--- src/rtl/result_stage_p.sv ---
// result_stage_p: two-entry skid buffer registering an adder/subtractor
// result with its carry/zero/overflow flags, plus an overflow pop counter.
// Optional feature: define STICKY_FLAGS_EN to enable the sticky_ovf/sticky_cout
// status bits; without it they are tied low and clr_sticky is ignored.
module result_stage_p #(
    parameter int unsigned SIZE = 32
) (
    input  logic            clk,
    input  logic            rst,
    input  logic            in_valid,
    output logic            in_ready,
    input  logic [SIZE-1:0] SUM,
    input  logic            cout,
    input  logic            ZERO_FLAG,
    input  logic            OVERFLOW_FLAG,
    output logic            out_valid,
    input  logic            out_ready,
    output logic [SIZE-1:0] RESULT,
    output logic            COUT,
    output logic            ZERO,
    output logic            OVERFLOW,
    output logic            NEG,
    output logic [7:0]      ovf_count,
    input  logic            clr_sticky,
    output logic            sticky_ovf,
    output logic            sticky_cout
);

    localparam int unsigned CNT_W   = 8;
    localparam int unsigned CNT_MAX = (1 << CNT_W) - 1;

    typedef struct packed {
        logic [SIZE-1:0] sum;
        logic            c;
        logic            z;
        logic            o;
    } entry_t;

    typedef enum logic [1:0] {
        S_EMPTY = 2'd0,
        S_ONE   = 2'd1,
        S_FULL  = 2'd2
    } state_t;

    state_t state_q, state_d;
    entry_t head_q, head_d;
    entry_t tail_q, tail_d;
    entry_t in_e;
    logic   push, pop;

    assign in_e = {SUM, cout, ZERO_FLAG, OVERFLOW_FLAG};

    // Handshakes, next occupancy state and entry movement
    always_comb begin
        state_d   = state_q;
        head_d    = head_q;
        tail_d    = tail_q;
        in_ready  = 1'b0;
        out_valid = 1'b0;
        if (!rst) begin
            in_ready  = (state_q != S_FULL);
            out_valid = (state_q != S_EMPTY);
        end
        push = in_valid && in_ready;
        pop  = out_valid && out_ready;
        case (state_q)
            S_EMPTY: begin
                if (push) begin
                    head_d  = in_e;
                    state_d = S_ONE;
                end
            end
            S_ONE: begin
                if (push && pop) begin
                    head_d = in_e;
                end else if (push) begin
                    tail_d  = in_e;
                    state_d = S_FULL;
                end else if (pop) begin
                    state_d = S_EMPTY;
                end
            end
            S_FULL: begin
                if (pop) begin
                    head_d  = tail_q;
                    state_d = S_ONE;
                end
            end
            default: state_d = S_EMPTY;
        endcase
        if (rst) begin
            state_d = S_EMPTY;
        end
    end

    // Occupancy state register
    always_ff @(posedge clk) begin
        if (rst) begin
            state_q <= S_EMPTY;
        end else begin
            state_q <= state_d;
        end
    end

    // Entry storage; contents are don't-care while unoccupied
    always_ff @(posedge clk) begin
        head_q <= head_d;
        tail_q <= tail_d;
    end

    // Head presentation, forced to zero when empty
    always_comb begin
        RESULT   = '0;
        COUT     = 1'b0;
        ZERO     = 1'b0;
        OVERFLOW = 1'b0;
        NEG      = 1'b0;
        if (state_q != S_EMPTY) begin
            RESULT   = head_q.sum;
            COUT     = head_q.c;
            ZERO     = head_q.z;
            OVERFLOW = head_q.o;
            NEG      = head_q.sum[SIZE-1];
        end
    end

    // Saturating count of popped overflow entries
    always_ff @(posedge clk) begin
        if (rst) begin
            ovf_count <= '0;
        end else if (pop && head_q.o && (ovf_count != CNT_W'(CNT_MAX))) begin
            ovf_count <= ovf_count + CNT_W'(1);
        end
    end

`ifdef STICKY_FLAGS_EN
    // Sticky status: a setting pop wins over a simultaneous clear
    always_ff @(posedge clk) begin
        if (rst) begin
            sticky_ovf  <= 1'b0;
            sticky_cout <= 1'b0;
        end else begin
            if (clr_sticky) begin
                sticky_ovf  <= 1'b0;
                sticky_cout <= 1'b0;
            end
            if (pop && head_q.o) begin
                sticky_ovf <= 1'b1;
            end
            if (pop && head_q.c) begin
                sticky_cout <= 1'b1;
            end
        end
    end
`else
    logic unused_clr_sticky;
    assign unused_clr_sticky = clr_sticky;
    assign sticky_ovf        = 1'b0;
    assign sticky_cout       = 1'b0;
`endif

endmodule

--- config.mk ---
export PLATFORM = sky130hd
export DESIGN_NAME = result_stage_p
export DESIGN_NICKNAME = d
export VERILOG_FILES = /design/src/rtl/result_stage_p.sv
export SDC_FILE = /design/constraint.sdc
export NUM_CORES = 1
export LEC_CHECK = 0
export ABC_AREA = 1
export CAP_MARGIN = 20
export CORE_ASPECT_RATIO = 1.2
export CORE_MARGIN = 4
export CORE_UTILIZATION = 49
export DETAILED_ROUTE_END_ITERATION = 6
export PLACE_DENSITY_LB_ADDON = 0.05
export SYNTH_ARGS = -nofsm -noshare
export SYNTH_HDL_FRONTEND = slang
export SYNTH_SLANG_ARGS = --single-unit
--- constraint.sdc ---
create_clock -name clk -period 4.08 [get_ports clk]
set_input_delay 0.816 -clock clk [delete_from_list [all_inputs] [get_ports clk]]
set_output_delay 0.816 -clock clk [all_outputs]
set_load 0.01 [all_outputs]
---- Word level (Yosys, flattened, before mapping) ----
Cells that the tools add are included.
cells by class
  add/subtract/negate cells ............... 1
  eq/ne operators ......................... 9
  muxes and demuxes ....................... 17
  bitwise gates (word level) .............. 1
  reduce and logical (&&, ||, !) cells .... 11
operators by type and width
  operator                                        count
  2-to-1 mux 35 bit                               3
  one-hot mux 35 bit (3 select lines)             1
  2-to-1 mux 32 bit                               1
  2-to-1 mux 2 bit                                5
  inequality test 2 bit (second input constant)   5
  adder 8 x 1 -> 8 bit (second input constant)    1
  inequality test 8 bit (second input constant)   1
  AND reduction 4 bit                             2
  2-to-1 mux 1 bit                                6
  one-hot mux 2 bit (3 select lines)              1
  logical AND 1 bit                               5
  inequality test 3 bit (second input constant)   1
  AND reduction 3 bit                             1
  nonzero test 3 bit                              1
  == test 2 x 1 -> 1 bit (second input constant)  1
  == test 2 bit (second input constant)           1
  logical NOT 2 bit                               1
  nonzero test 2 bit                              1
  inverter 1 bit                                  1
word-level totals
  flip-flop bits (word level) ............. 80
  bits of input ports ..................... 40
  output and inout port bits .............. 48

---- Logic depth before layout (Yosys ltp) ----
Gate-level depths: netlist of run 1.
  depth after elaboration ................. 7
  mapped depth ............................ 9
  gate-level depth less buffers ........... 9

---- Worst setup path after synthesis of run 1 ----
OpenSTA, ideal clock, no wires.
  path kind ............................... in2reg
  start ................................... input rst
  end ..................................... register head_q[0] in the netlist's numbering, enable pin
  setup time .............................. 440 ps
  arrival ................................. 3183 ps
  slack ................................... 457 ps
  cell stages on the path ................. 4
  cells stage by stage .................... buf_2 -> nor2_1 -> nand3_1 -> o22ai_1
between the ends
  cells in the longest elaborated chain, start to end .. 5
ends and longest elaborated chain
  what                             line  source
  start: declaration               9     input logic rst,
  2-to-1 mux 1 bit *               60    if (!rst) begin
  via in_ready                     11    output logic in_ready,
  logical AND 1 bit *              64    push = in_valid && in_ready;
  logical AND 1 bit                74    if (push && pop) begin
  inequality test 2 bit (no line)  n/a
  AND reduction 4 bit (no line) *  n/a
  end signal: assignment           107   head_q <= head_d;
  end: declaration                 46    entry_t head_q, head_d;
The timed path passes the listed nets; every way through them passes the cells marked *.
A chain may end at the register's enable or synchronous reset.

---- Final worst setup path of run 1 ----
  start ................................... input rst
  end ..................................... output in_ready
between the ends
  cells in the longest elaborated chain, start to end .. 1
ends and longest elaborated chain
  what              line
  2-to-1 mux 1 bit  60
  end: declaration  11
No other way between the ends.

==> summary.txt, run 1 <==
Pwr
  – Pwr/cell area: 388.2 mW/mm^2
  – Switching pwr: 0.4081 mW
  – Cell Int Power: 1.382 mW
  – Switching part of the total power: 22.80%
  – Gate power share: 12.6%
  – Total power: 1.790 mW
  – Share of power burned in registers: 52.4%
  – Clk network pwr share: 35.0%
  – LEAKAGE: 1.909 nW
  – Peak supply drop: 375.8 uV

Detailed routing
  – Uppermost layer routed: met4
  – Wl on met1: 2.888 mm
  – Met2 WL: 3.487 mm
  – Met3 Routed Length: 465 um
  – Final wirelength: 6.889 mm
  – Drt pass-1 iters: 4
  – Vias per cell: 4.630
  – Remaining DRCs: 0
  – Antenna viol nets, final: 0
  – WL/cell: 12.76 um
  – Iteration-0 DRC Markers: 127
  – Vias: 2500

Clock tree
  – Reg clk slew, reported paths: 0.08 ns
  – Number of buffers created by CTS: 9
  – Skew-Pair Late Insertion Delay: 0.34 ns
  – Post-CTS Setup Bufs: 0
  – Clock sinks: 80
  – TritonCTS clock tree: yes
  – Htree depth: 3
  – Root buf cell: clkbuf_8
  – CTS Hold Bufs: 0
  – CTS Buffer Depth: 2
  – CTS resizes: 0

Setup path
  – Critical path arrival: 2.30 ns
  – Worst-path fanout max: 10
  – Worst Setup End Kind: output port
  – Cell count of the worst reg-to-reg path: 5
  – WP data required: 3.26 ns
  – CP Launch Type: input port
  – CP Class: input port to output port
  – RR Endpoint: head_q[34]$_DFFE_PP_
  – Reg-to-reg setup timing slack: 1.15 ns
  – FF-to-FF Start: state_q[1]$_SDFFE_PP0P_

Synth
  – Async SR Flop Fraction: 0%
  – Mapped Area: 0.003466 mm^2
  – Post-synthesis sequential area ratio: 66.43%
  – Synth cell types: 21
  – Synth area leaders: edfxtp_1, nand2_1, dfxtp_1
  – YS warnings: 0
  – Proportion of synthesized area in mux cells: 0%
  – Synth Area in Simple Gates: 24.12%
  – Dominant combinational cell family by area after synthesis: simple AND/OR/NAND/NOR gates
  – Post-synth top area share: 60.65%
  – Count leader, synth: nand2_1
  – Largest area contributor in the netlist: edfxtp_1
  – Cells after Synth: 362
  – #FFs+latches synth: 80
  – Post-synthesis xor/xnor area fraction: 0.2527%
  – Synth cell count leaders: nand2_1, edfxtp_1, nor2_1, inv_1, dfxtp_1
  – Main synth FF type: edfxtp_1
  – Synth Area in Compound Gates: 1.769%
  – Synth Area in Adders: 0.3610%
  – Number of synthesized flops with an enable pin: 70
  – Mapped Avg Cell Area: 9.574 um^2

Cells and area
  – Share of cells above drive strength 1: 6.402%
  – Post-route cell area: 0.004611 mm^2
  – Ant diodes: 0
  – Area occupied by multi-input gates: 947.2 um^2
  – Final Non-Filler Cells: 540
  – Fillers: 579
  – Layout area overhead: 33.03%
  – Layout Utilization: 67.27%
  – Register area: 0.002302 mm^2
  – Post-layout nets: 489

STA
  – Final worst slack: 0.9652 ns
  – Period minus WS final: 3.115 ns
  – Final hold violation count: 0
  – Hold_ws: 0.5164 ns
  – Slew @ Worst Pin: 0.9005 ns
  – Period utilization: 76.34%
  – RSZ-0062 raised after global routing: false
  – Setup violations, final: 0
  – Fmax: 0.3211 GHz
  – Slew headroom: 39.83%
  – Max Slew Vio Count: 0
  – Fin Setup TNS: 0 ns
  – Max Clock Skew: 0.007745 ns

Hold path
  – HP Class: register to register
  – Hold path start: ovf_count[3]$_SDFFE_PP0P_
  – Hold worst-path end: ovf_count[3]$_SDFFE_PP0P_
  – Hold Path Stages: 2

Placement
  – Placed Cells incl. Taps: 524
  – Area after DPL: 0.004398 mm^2
  – DP Worst Slack: 0.8459 ns
  – I/O Buffers: 84
  – GP Congestion: 0.7575
  – HPWL after DPL: 4.474 mm

GRT
  – Vias in the first global route: 2480
  – Pin count of the biggest net entering global routing: 38
  – Overall routing resource usage: 16.95%
  – Initial antenna violation count: 0
  – First-pass GRT wire length: 11.25 mm
  – Grt ovf: 0

Floorplanning
  – DIE AREA: 0.008489 mm^2
  – Num ports: 88
  – Starting density of the core: 50.57%
  – Core Box Area: 0.006854 mm^2
  – Die width: 84.78 um
  – Row count: 33
  – Die height: 100.1 um

Run status
  – Status: complete, no violations

Run
  – # Max-Cap Violations: 0
[worst max-delay path by stage]
| stage | start | cells past startpoint | end |
|---|---|---|---|
| 2_1_floorplan | rst | 4 | head_q[0]$_DFFE_PP_ |
| 3_3_place_gp | rst | 7 | head_q[9]$_DFFE_PP_ |
| 3_5_place_dp | rst | 7 | head_q[7]$_DFFE_PP_ |
| 4_1_cts | rst | 3 | in_ready |
| 5_1_grt | rst | 3 | in_ready |
| 6_report | rst | 3 | in_ready |
[cell usage in the layout (no fill, tap or decap), drive strengths merged]
cell type | Yosys | final
nor2 | 53 | 53
nand3 | 8 | 8
o21ai | 4 | 4
dfxtp | 10 | 10
clkdlybuf4s50 | 0 | 84
clkbuf | 6 | 11
nor3 | 1 | 1
nand3b | 2 | 2
ha | 1 | 1
buf | 7 | 3
a21oi | 7 | 7
conb | 1 | 2
clkinv | 0 | 2
clkinvlp | 0 | 1
o22ai | 1 | 1
xor2 | 1 | 1
bufinv | 0 | 2
inv | 47 | 47
edfxtp | 70 | 70
nand2 | 143 | 143
[layout make-up]
type                       instances  share of cell area, %
timing repair buffer              87                  18.72
clock buffer                      11                  2.849
tap                               87                  2.361
sequential                        80                  49.93
inverter                          47                  3.826
clock inverter                     5                  1.764
multi-input combinational        223                  20.54
[power by group through the flow]
stage	Sequential (mW)	Clock, mW	Combinational (mW)
after floorplan	0.958	0	0.103
after global placement	0.956	0	0.223
after detailed placement	0.958	0	0.227
after CTS	0.939	0.640	0.229
after global routing	0.942	0.677	0.249
final	0.939	0.626	0.225
[cells by family after synthesis]
| kind of cell | Yosys count |
|---|---|
| adder cells (fa/ha/maj) | 1 |
| flip-flops | 80 |
| XOR/XNOR | 1 |
| other | 1 |
| buffers and inverters | 60 |
| AO/OA/AOI/OAI | 12 |
| AND/OR/NAND/NOR | 207 |
[registers in the layout (all words and copies together), names as in the netlist]
register / flops
state_q: 2
head_q: 35
tail_q: 35
ovf_count: 8
[critical path: stages]
cell and delay [ns]:
clkdlybuf4s50_1 0.63, nor2_1 0.27, clkdlybuf4s50_1 0.59
[layer usage]
metal  up-vias  track usage, %
li1       1308               -
met1      1111           20.44
met2        77           28.63
met3         4           5.419
met4         0           6.090
met5         -               0
No activity file was read; power rests on OpenSTA's default activity.
==> run 2, diff against run 1 <==
==> constraint.sdc (replaced) <==
create_clock -name clk -period 2.9 [get_ports clk]
set_input_delay 0.58 -clock clk [delete_from_list [all_inputs] [get_ports clk]]
set_output_delay 0.58 -clock clk [all_outputs]
set_load 0.01 [all_outputs]
==> run 2 against run 1 <==
Against the previous run: global-route usage decreased by 0.16 points; total power rose by 45%; count of clock-buffer cells in the layout decreased by 2; cell area rose by 1.3%.
==> summary.txt, run 2 (synthesized netlist as in run 1, its figures left out) <==
Run status
  – Status: complete, no violations

GRT
  – Overall routing resource usage: 16.80% (-0.16 points)
  – First-pass GRT wire length: 11.12 mm (-1.2%)
  – Vias in the first global route: 2459 (-0.85%)
  – Grt ovf: 0 (unchanged)
  – Pin count of the biggest net entering global routing: 37 (-2.6%)
  – Initial antenna violation count: 0 (unchanged)

Cells and area
  – Final Non-Filler Cells: 543 (+0.56%)
  – Share of cells above drive strength 1: 7.237% (+0.84 points)
  – Post-layout nets: 493 (+0.82%)
  – Most common cell after layout, fill and taps aside: nand2_1
  – Largest registers: head_q x35, tail_q x35, ovf_count x8
  – Layout area overhead: 34.80%
  – Post-route cell area: 0.004672 mm^2 (+1.3%)
  – Most frequent cells in the layout: nand2_1, clkdlybuf4s50_1, edfxtp_1, nor2_1, inv_1
  – Ant diodes: 0 (unchanged)

Floorplanning
  – Die height: 100.1 um (unchanged)
  – Num ports: 88 (unchanged)
  – Core Box Area: 0.006854 mm^2 (unchanged)
  – Die width: 84.78 um (unchanged)
  – DIE AREA: 0.008489 mm^2 (unchanged)
  – Row count: 33 (unchanged)
  – Starting density of the core: 50.57% (unchanged)

Clock tree
  – Clock sinks: 80 (unchanged)
  – CTS Buffer Depth: 2 (unchanged)
  – TritonCTS clock tree: yes
  – Post-CTS Setup Bufs: 0 (unchanged)
  – Number of buffers created by CTS: 9 (unchanged)
  – CTS Hold Bufs: 0 (unchanged)
  – CTS resizes: 0 (unchanged)
  – Skew-Pair Late Insertion Delay: 0.34 ns (about the same)
  – Root buf cell: clkbuf_8
  – Reg clk slew, reported paths: 0.08 ns (about the same)
  – Htree depth: 3 (unchanged)

STA
  – Max Slew Vio Count: 0 (unchanged)
  – Fmax: 0.3965 GHz
  – RSZ-0062 raised after global routing: false
  – Max Clock Skew: 0.006687 ns (-0.001058 ns)
  – Slew @ Worst Pin: 0.6573 ns (-0.2431 ns)
  – Slew headroom: 56.11% (+16 points)
  – Period minus WS final: 2.522 ns
  – Final hold violation count: 0 (unchanged)
  – Period utilization: 86.98%
  – Fin Setup TNS: 0 ns (unchanged)
  – Hold_ws: 0.5135 ns (-0.002893 ns)
  – Setup violations, final: 0 (unchanged)

Hold path
  – Hold worst-path end: head_q[24]$_DFFE_PP_
  – Hold Path Stages: 2 (unchanged)
  – HP Class: register to register
  – Hold path start: tail_q[24]$_DFFE_PP_

Setup path
  – Cell count of the worst reg-to-reg path: 6 (+1)
  – Largest delay contributor family on the critical path: buffers and inverters
  – Slowest CP cell: clkdlybuf4s50_1
  – Worst-path fanout max: 29 (+19)
  – Worst Setup End Kind: output port
  – Slowest Stage Delay on Critical Path: 0.49 ns (-0.14 ns)
  – CP Class: register to output port
  – WP buf/inv: 2 (unchanged)
  – Worst path cell trace: nor2_4 > buf_4 > nor2_1 > clkdlybuf4s50_1
  – WP data required: 2.32 ns (-0.94 ns)
  – CP Launch Type: register
  – Critical path arrival: 1.94 ns (-0.36 ns)
  – FF-to-FF Start: state_q[1]$_SDFFE_PP0P_
  – RR Endpoint: head_q[33]$_DFFE_PP_
  – Reg-to-reg setup timing slack: 0.67 ns (-0.48 ns)

Detailed routing
  – Iteration-0 DRC Markers: 116 (-8.7%)
  – Drt pass-1 iters: 7 (+3)
  – Remaining DRCs: 0 (unchanged)
  – Final wirelength: 6.992 mm (+1.5%)
  – Vias per cell: 4.691 (+1.3%)
  – Vias: 2547 (+1.9%)
  – Antenna viol nets, final: 0 (unchanged)
  – WL/cell: 12.88 um (+0.93%)

Run
  – # Max-Cap Violations: 0 (unchanged)

Placement
  – Area after DPL: 0.004441 mm^2 (+0.97%)
  – Placed Cells incl. Taps: 528 (+0.76%)
  – GP Congestion: 0.7836 (+3.4%)
  – HPWL after DPL: 4.677 mm (+4.5%)
  – I/O Buffers: 84 (unchanged)

Pwr
  – Peak supply drop: 493.7 uV (+31%)
  – Pwr/cell area: 555.9 mW/mm^2 (+43%)
  – LEAKAGE: 1.944 nW (+1.9%)
run 2: power by group:
part	internal, mW	switching, mW	leakage [nW]
Clock	0.566	0.390	0.117
Combinational	0.157	0.163	1.10
Sequential	1.31	0.0151	0.723
run 2: area by class of cell:
cell class | count | area, um^2
multi-input combinational | 223 | 947.2
inverter | 47 | 176.4
timing repair buffer | 91 | 905.9
sequential | 80 | 2302
fill | 604 | 2182
tap | 87 | 108.9
clock buffer | 9 | 123.9
clock inverter | 6 | 107.6
run 2: per-layer routing:
metal  track usage [%]  routed length (um)  vias to the layer above
li1                  -                   -                     1314
met1             18.62                2816                     1151
met2             30.26                3652                       75
met3             4.433                 438                        7
met4             7.186                  85                        0
met5                 0                   0                        -
run 2: how the worst max path moves through the flow:
| stage | slack [ns] | end | cells after the start | start |
|---|---|---|---|---|
| global route | 0.23 | RESULT[27] | 4 | state_q[0]$_SDFFE_PP0P_ |
| floorplan | 0.32 | head_q[0]$_DFFE_PP_ | 4 | rst |
| finish | 0.38 | RESULT[16] | 4 | state_q[0]$_SDFFE_PP0P_ |
| detailed placement | 0.42 | in_ready | 3 | rst |
| CTS | 0.32 | RESULT[16] | 4 | state_q[0]$_SDFFE_PP0P_ |
| global placement | 0.42 | in_ready | 3 | rst |
run 2: metrics by stage:
| step | power, mW | worst slack [ns] | util [%] |
|---|---|---|---|
| floorplan | 1.492 | 0.3155 | - |
| global placement | 1.665 | 0.4220 | 64.79 |
| detailed placement | 1.673 | 0.4199 | 64.79 |
| CTS | 2.623 | 0.3210 | 68.16 |
| global route | 2.708 | 0.2285 | 68.16 |
| finish | 2.597 | 0.3776 | 68.16 |
run 2: worst register-to-register path, cell delays in order, from the launching register on:
cell and delay [ns]:
dfxtp_1 0.39, inv_2 0.08, nor2_4 0.08, buf_4 0.36, inv_2 0.40, o22ai_4 0.28, buf_4 0.31
